## src/rtl/package_settings_V1.sv

```systemverilog
// Shared settings for the trapezoidal shaper output stage: sample widths, window length, FSM states.
package package_settings_V1;

  localparam int SIZE_OUT_DATA = 16;
  localparam int SIZE_CNT      = 4;
  localparam int k             = 5;
  localparam int l             = 8;
  localparam int WIN_LEN       = k + l;

  typedef enum logic [1:0] {
    IDLE,
    WINDOW,
    WAIT_LOW
  } state_t;

endpackage

```

## src/rtl/trapezoid_peak_reader_if.sv

```systemverilog
// Sample stream in and event stream out of the peak reader, grouped as one bus.
interface trapezoid_peak_reader_if #(
  parameter int SIZE_OUT_DATA = 16,
  parameter int TS_W          = 32
);

  logic signed [SIZE_OUT_DATA-1:0] in_data;
  logic                            in_valid;
  logic signed [SIZE_OUT_DATA-1:0] out_amp;
  logic        [TS_W-1:0]          out_ts;
  logic                            out_valid;
  logic                            out_ready;

  modport master (
    output in_data,
    output in_valid,
    output out_ready,
    input  out_amp,
    input  out_ts,
    input  out_valid
  );

  modport slave (
    input  in_data,
    input  in_valid,
    input  out_ready,
    output out_amp,
    output out_ts,
    output out_valid
  );

endinterface

```

## src/rtl/trapezoid_event_outreg.sv

```systemverilog
// Event holding register with valid/ready handshake and saturating drop counter.
module trapezoid_event_outreg #(
  parameter int SIZE_OUT_DATA = 16,
  parameter int TS_W          = 32,
  parameter int SIZE_CNT      = 4
) (
  input  logic                            clk,
  input  logic                            reset_n,
  input  logic                            ev_strobe,
  input  logic signed [SIZE_OUT_DATA-1:0] ev_amp,
  input  logic        [TS_W-1:0]          ev_ts,
  input  logic                            out_ready,
  output logic signed [SIZE_OUT_DATA-1:0] out_amp,
  output logic        [TS_W-1:0]          out_ts,
  output logic                            out_valid,
  output logic        [SIZE_CNT-1:0]      drop_cnt
);

  logic signed [SIZE_OUT_DATA-1:0] amp_q, amp_d;
  logic        [TS_W-1:0]          ts_q, ts_d;
  logic                            valid_q, valid_d;
  logic        [SIZE_CNT-1:0]      drop_q, drop_d;
  logic                            accept;

  always_comb begin
    amp_d   = amp_q;
    ts_d    = ts_q;
    valid_d = valid_q;
    drop_d  = drop_q;
    // The slot is free if empty or being emptied this cycle.
    accept  = !valid_q || out_ready;
    if (ev_strobe && accept) begin
      amp_d   = ev_amp;
      ts_d    = ev_ts;
      valid_d = 1'b1;
    end else begin
      if (out_ready) begin
        valid_d = 1'b0;
      end
      if (ev_strobe && (drop_q != {SIZE_CNT{1'b1}})) begin
        drop_d = drop_q + 1'b1;
      end
    end
  end

  always_ff @(posedge clk or negedge reset_n) begin
    if (!reset_n) begin
      amp_q   <= '0;
      ts_q    <= '0;
      valid_q <= 1'b0;
      drop_q  <= '0;
    end else begin
      amp_q   <= amp_d;
      ts_q    <= ts_d;
      valid_q <= valid_d;
      drop_q  <= drop_d;
    end
  end

  assign out_amp   = amp_q;
  assign out_ts    = ts_q;
  assign out_valid = valid_q;
  assign drop_cnt  = drop_q;

endmodule

```

## src/rtl/trapezoid_peak_reader.sv

```systemverilog
// Threshold-triggered peak/timestamp capture over a k+l sample window of the shaper output.
// Optional: define PEAK_PILEUP_REJECT_EN to discard events whose last window sample is above threshold.
module trapezoid_peak_reader #(
  parameter int SIZE_OUT_DATA = package_settings_V1::SIZE_OUT_DATA,
  parameter int SIZE_CNT      = package_settings_V1::SIZE_CNT,
  parameter int k             = package_settings_V1::k,
  parameter int l             = package_settings_V1::l,
  parameter int TS_W          = 32,
  parameter logic signed [SIZE_OUT_DATA-1:0] THRESHOLD = 100
) (
  input  logic                   clk,
  input  logic                   reset_n,
  trapezoid_peak_reader_if.slave bus,
  output logic                   busy,
  output logic [SIZE_CNT-1:0]    drop_cnt
);

  import package_settings_V1::*;

  localparam int WinLen = k + l;
  localparam int IdxW   = $clog2(WinLen);

  state_t                          state_q, state_d;
  logic        [IdxW-1:0]          idx_q, idx_d;
  logic signed [SIZE_OUT_DATA-1:0] peak_q, peak_d;
  logic        [TS_W-1:0]          ts_q, ts_d;
  logic        [TS_W-1:0]          cnt_q, cnt_d;

  logic                            above;
  logic signed [SIZE_OUT_DATA-1:0] larger;
  logic                            complete;
  logic                            ev_strobe;
  logic signed [SIZE_OUT_DATA-1:0] amp_w;
  logic        [TS_W-1:0]          ts_w;
  logic                            valid_w;

  always_comb begin
    state_d  = state_q;
    idx_d    = idx_q;
    peak_d   = peak_q;
    ts_d     = ts_q;
    complete = 1'b0;
    above    = bus.in_data > THRESHOLD;
    larger   = (bus.in_data > peak_q) ? bus.in_data : peak_q;
    cnt_d    = bus.in_valid ? cnt_q + 1'b1 : cnt_q;

    unique case (state_q)
      IDLE: begin
        if (bus.in_valid && above) begin
          state_d = WINDOW;
          idx_d   = IdxW'(1);
          peak_d  = bus.in_data;
          ts_d    = cnt_q;
        end
      end
      WINDOW: begin
        if (bus.in_valid) begin
          peak_d = larger;
          if (idx_q == IdxW'(WinLen - 1)) begin
            complete = 1'b1;
            idx_d    = '0;
            state_d  = above ? WAIT_LOW : IDLE;
          end else begin
            idx_d = IdxW'(idx_q + 1'b1);
          end
        end
      end
      WAIT_LOW: begin
        if (bus.in_valid && !above) begin
          state_d = IDLE;
        end
      end
      default: state_d = IDLE;
    endcase
  end

`ifdef PEAK_PILEUP_REJECT_EN
  // A last sample still above threshold means the next pulse is piling up on this one.
  assign ev_strobe = complete && !above;
`else
  assign ev_strobe = complete;
`endif

  always_ff @(posedge clk or negedge reset_n) begin
    if (!reset_n) begin
      state_q <= IDLE;
      idx_q   <= '0;
      peak_q  <= '0;
      ts_q    <= '0;
      cnt_q   <= '0;
    end else begin
      state_q <= state_d;
      idx_q   <= idx_d;
      peak_q  <= peak_d;
      ts_q    <= ts_d;
      cnt_q   <= cnt_d;
    end
  end

  assign busy = (state_q != IDLE);

  trapezoid_event_outreg #(
    .SIZE_OUT_DATA (SIZE_OUT_DATA),
    .TS_W          (TS_W),
    .SIZE_CNT      (SIZE_CNT)
  ) u_outreg (
    .clk       (clk),
    .reset_n   (reset_n),
    .ev_strobe (ev_strobe),
    .ev_amp    (larger),
    .ev_ts     (ts_q),
    .out_ready (bus.out_ready),
    .out_amp   (amp_w),
    .out_ts    (ts_w),
    .out_valid (valid_w),
    .drop_cnt  (drop_cnt)
  );

  assign bus.out_amp   = amp_w;
  assign bus.out_ts    = ts_w;
  assign bus.out_valid = valid_w;

endmodule

```

## src/flat_wrapper.sv

```systemverilog
// flat-port wrapper written by rule: the top's interface ports become plain ports
module trapezoid_peak_reader_flat import package_settings_V1::*;
#(
  parameter int SIZE_OUT_DATA = package_settings_V1::SIZE_OUT_DATA,
  parameter int SIZE_CNT      = package_settings_V1::SIZE_CNT,
  parameter int k             = package_settings_V1::k,
  parameter int l             = package_settings_V1::l,
  parameter int TS_W          = 32,
  parameter logic signed [SIZE_OUT_DATA-1:0] THRESHOLD = 100
)
  (clk, reset_n, busy, drop_cnt, bus_in_data, bus_in_valid, bus_out_ready, bus_out_amp, bus_out_ts, bus_out_valid);
  trapezoid_peak_reader_if #(.SIZE_OUT_DATA(SIZE_OUT_DATA), .TS_W(TS_W)) bus_i ();
  input  logic clk;
  input  logic reset_n;
  output logic busy;
  output logic [SIZE_CNT-1:0] drop_cnt;
  input wire logic [$bits(bus_i.in_data)-1:0] bus_in_data;
  input wire logic [$bits(bus_i.in_valid)-1:0] bus_in_valid;
  input wire logic [$bits(bus_i.out_ready)-1:0] bus_out_ready;
  output wire logic [$bits(bus_i.out_amp)-1:0] bus_out_amp;
  output wire logic [$bits(bus_i.out_ts)-1:0] bus_out_ts;
  output wire logic [$bits(bus_i.out_valid)-1:0] bus_out_valid;
  assign bus_i.in_data = bus_in_data;
  assign bus_i.in_valid = bus_in_valid;
  assign bus_i.out_ready = bus_out_ready;
  assign bus_out_amp = bus_i.out_amp;
  assign bus_out_ts = bus_i.out_ts;
  assign bus_out_valid = bus_i.out_valid;
  trapezoid_peak_reader #(.SIZE_OUT_DATA(SIZE_OUT_DATA), .SIZE_CNT(SIZE_CNT), .k(k), .l(l), .TS_W(TS_W), .THRESHOLD(THRESHOLD)) u_core (.clk(clk), .reset_n(reset_n), .bus(bus_i), .busy(busy), .drop_cnt(drop_cnt));
endmodule
```

## config.mk

```make
export PLATFORM = sky130hd
export DESIGN_NAME = trapezoid_peak_reader_flat
export DESIGN_NICKNAME = d
export VERILOG_FILES = /design/src/rtl/package_settings_V1.sv /design/src/rtl/trapezoid_peak_reader_if.sv /design/src/rtl/trapezoid_event_outreg.sv /design/src/rtl/trapezoid_peak_reader.sv /design/src/flat_wrapper.sv
export SDC_FILE = /design/constraint.sdc
export NUM_CORES = 1
export LEC_CHECK = 0
export CAP_MARGIN = 20
export CORE_MARGIN = 10
export CORE_UTILIZATION = 50
export DETAILED_ROUTE_END_ITERATION = 10
export PLACE_DENSITY_LB_ADDON = 0.1
export SLEW_MARGIN = 0
export SYNTH_ARGS = -nofsm -noshare
export SYNTH_HDL_FRONTEND = slang
export SYNTH_SLANG_ARGS = --single-unit
```

## constraint.sdc

```tcl
create_clock -name clk -period 2.27 [get_ports clk]
set_clock_uncertainty 0.2 [all_clocks]
set_input_delay 0.454 -clock clk [delete_from_list [all_inputs] [get_ports clk]]
set_output_delay 0.454 -clock clk [all_outputs]
set_load 0.03 [all_outputs]
```

==> impl_metrics.toml <==
[routing]
ant_nets = 0
wl_um = 14100
drc = 0
drt-vias-per-instance = 5.34
dr.pass1.iters = 5
routed-via-count = 4436
wl_per_cell_um = 17.0
dr.first_iter.drc_count = 197

[hold_path]
holdPathStages = 1
holdPathEnd = "u_core.cnt_q[31]$_DFFE_PN0P_"
holdCritStartpoint = "u_core.cnt_q[31]$_DFFE_PN0P_"
worstHoldPathType = "reg -> reg"

[outcome]
status = "complete, but fails checks"
violations = "negative setup slack"

[floorplan]
die_w_um = 131
ios = 74
rows = 40
initial_core_util_pct = 51.1
fp.coreArea_um2 = 12100
die-area_um2 = 17200
fp.dieH_um = 131

[logic_synthesis]
ys_seq_area_share_pct = 56.4
netlist_area_um2 = 6160
synth_ff_type = "dfrtp_1"
synth.avg_cell_area_um2 = 12.2
syn_nets = 545
synth_edf_count = 0
synth_async_sr_flop_share_pct = 100
ys_seq_elements = 139
ys_types = 45
yosysWarnings = 0
synth_cells = 505

[cts]
cts_max_level = 4
cts_sinks = 139
cts.clk_slew.worst_paths_ps = 60
cts_tree = "yes"
cts_made_buffers = 17
cts-root-buf = "clkbuf_16"
insertion_delay_ps = 410
clockBufferDepth = 2

[global_routing]
antenna_found_initial = 0
met1_usage_pct = 21.6
use_met2_pct = 28.9
grt.busiest_layer = "met2"
grt_overflow = 0
grt_max_degree = 48
grt_use_met3_pct = 5.04
grt_pass1_vias = 4783
grt_usage_pct = 17.6
grt_pass1_wl_um = 23700

[power_and_ir_drop]
switching_share_pct = 33.1
cellPowerDensity_nw_per_um2 = 1140
peakVddDrop_uv = 563
leakagePower_nw = 4.06
power.share.clock_pct = 28.2
p_sw_mw = 3.20
finalPower_mw = 9.69
seq_power_share_pct = 35.0
p_comb_share_pct = 36.8
p_int_mw = 6.49

[timing]
min_period_ps = 2330
hold_violations = 0
finalMaxSlewViolations = 0
timing.final.ws_setup_ps = -64.3
clock.fmax_mhz = 428
tightest_slew_ps = 402
slew_headroom_pct = 73.2
rsz0062_at_grt = "true"
finalSetupViolations = 15
hold_slack_ps = 265
period_share_pct = 103

[worst_setup_path]
r2r_cells = 10
cp-end-kind = "flop"
cp_data_required_time_ps = 2360
r2r_start = "u_core.peak_q[14]$_DFFE_PN0P_"
arrival_ps = 2430
r2r_end = "u_core.peak_q[10]$_DFFE_PN0P_"
path_class = "reg -> reg"
cp_max_fo = 6
r2r_setup_slack_ps = -60
cp-start-kind = "flop"

[place]
place_area_um2 = 7760
dp_slack_ps = -739
place_congestion = 0.844
io_buffers = 73
hpwl_um = 9630

[layout]
fin_area_um2 = 8520
fill_cells = 916
drive_gt1_share_pct = 33.7
n_antenna_cell = 0
fin_nets = 689
area_growth_syn_to_layout_pct = 38.3

[flow_run]
drv_cap = 0
-- per-layer routing --
layer / vias to the layer above / part of all wire, %
li1: 2072 / -
met1: 2230 / 43
met3: 17 / 6.9
met2: 117 / 49
met5: - / 0
met4: 0 / 1.1
-- per-stage QoR --
| step | TNS [ps] | cells | util (%) |
|---|---|---|---|
| floorplan | -1360 | 505 | - |
| finish | -739 | 830 | 70.6 |
| global route | -2830 | 830 | 70.6 |
| CTS | -2930 | 828 | 70.4 |
| detailed placement | -57870 | 788 | 64.3 |
| global placement | -55770 | 788 | 64.3 |
-- layout by cell type (no fill, tap or decap), drive strengths merged, types with 18 or more instances in the layout --
cell type / synthesis / final
ha: 20 / 20
dfrtp: 139 / 139
xnor2: 21 / 21
clkbuf: 5 / 25
inv: 22 / 24
nor2: 31 / 31
a21oi: 23 / 23
dlygate4sd2: 0 / 18
clkdlybuf4s50: 0 / 53
buf: 13 / 70
nand2: 31 / 31
mux2: 80 / 80
o21ai: 24 / 24
-- Yosys cell counts (2+ instances only) --
| cell | n | share of area [%] |
|---|---|---|
| nor3_1 | 5 | 0.41 |
| and2_1 | 2 | 0.20 |
| a21oi_1 | 23 | 1.9 |
| or3_1 | 3 | 0.30 |
| buf_6 | 2 | 0.37 |
| mux2_2 | 71 | 13 |
| nand4_1 | 10 | 1.0 |
| or2_2 | 2 | 0.20 |
| nand2b_1 | 3 | 0.30 |
| o21a_1 | 3 | 0.37 |
| and3_1 | 6 | 0.61 |
| clkbuf_1 | 5 | 0.30 |
| mux2_4 | 9 | 2.2 |
| ha_1 | 20 | 4.1 |
| nor2b_1 | 3 | 0.30 |
| dfrtp_1 | 139 | 56 |
| inv_1 | 22 | 1.3 |
| nor2_1 | 31 | 1.9 |
| buf_2 | 8 | 0.65 |
| nor4_1 | 2 | 0.20 |
| xor2_1 | 13 | 1.8 |
| nand3_1 | 10 | 0.81 |
| o21bai_1 | 2 | 0.24 |
| o21ai_0 | 23 | 1.9 |
| and4_1 | 2 | 0.28 |
| xnor2_1 | 21 | 3.0 |
| a31oi_1 | 17 | 1.7 |
| nand2_1 | 31 | 1.9 |
-- cell type report --
class	instances	area, um2	area share [%]
clock buffers	25	526	6.17
clock inverters	7	76.3	0.896
inverters	22	82.6	0.969
multi-input cells	326	2800	32.9
flip-flops and latches	139	3480	40.8
well taps	168	210	2.47
repair buffers	143	1350	15.8
-- worst max path at each step --
stage	from	end	cells past startpoint
2_1_floorplan	bus_in_data[14]	u_core.peak_q[10]$_DFFE_PN0P_	9
5_1_grt	u_core.peak_q[14]$_DFFE_PN0P_	u_core.peak_q[14]$_DFFE_PN0P_	10
3_5_place_dp	bus_in_data[3]	u_core.peak_q[1]$_DFFE_PN0P_	9
3_3_place_gp	bus_in_data[7]	u_core.peak_q[1]$_DFFE_PN0P_	9
4_1_cts	u_core.peak_q[10]$_DFFE_PN0P_	u_core.peak_q[4]$_DFFE_PN0P_	10
6_report	u_core.peak_q[14]$_DFFE_PN0P_	u_core.peak_q[10]$_DFFE_PN0P_	10
-- kinds of logic after synthesis --
group                    share of synthesized area [%]
XOR/XNOR                                          4.83
multiplexers                                      15.3
buffers and inverters                             3.09
flip-flops                                        56.4
AO/OA/AOI/OAI                                     7.70
AND/OR/NAND/NOR                                   8.55
adder cells (fa/ha/maj)                           4.06
-- power by group through the flow --
stage,Combinational [mW],Sequential [mW],Clock [mW]
3_3_place_gp,3.32,3.39,0
6_report,3.56,3.39,2.73
3_5_place_dp,3.39,3.42,0
2_1_floorplan,1.68,3.76,0
4_1_cts,3.59,3.38,2.79
5_1_grt,3.88,3.47,2.91
-- worst max-delay path, stage by stage (launching register included) --
cell and delay (ps):
dfrtp_1 370, inv_2 60, ha_4 260, nand4_1 170
nor3_4 210, buf_4 140, a41oi_2 90, nand2_1 100
o21a_4 160, buf_8 150, mux2_4 300
-- flip-flops by register name, indices dropped and copies added (netlist names) --
name and cells:
u_core.cnt_q 32, u_core.ts_q 32, u_core.u_outreg.out_ts 32, u_core.peak_q 16, u_core.u_outreg.out_amp 16, u_core.idx_q 4, u_core.u_outreg.drop_cnt 4, u_core.state_q 2
u_core.u_outreg.out_valid 1
-- repair_timing --
item	in CTS	in global routing
pin swaps	11	10
cloned	1	0
setup endpoints to repair	97	57
hold buffers	1	0
gates resized for setup	33	17
setup buffers	6	5
hold endpoints to repair	35	0
Power figures use the tool's default switching activity.
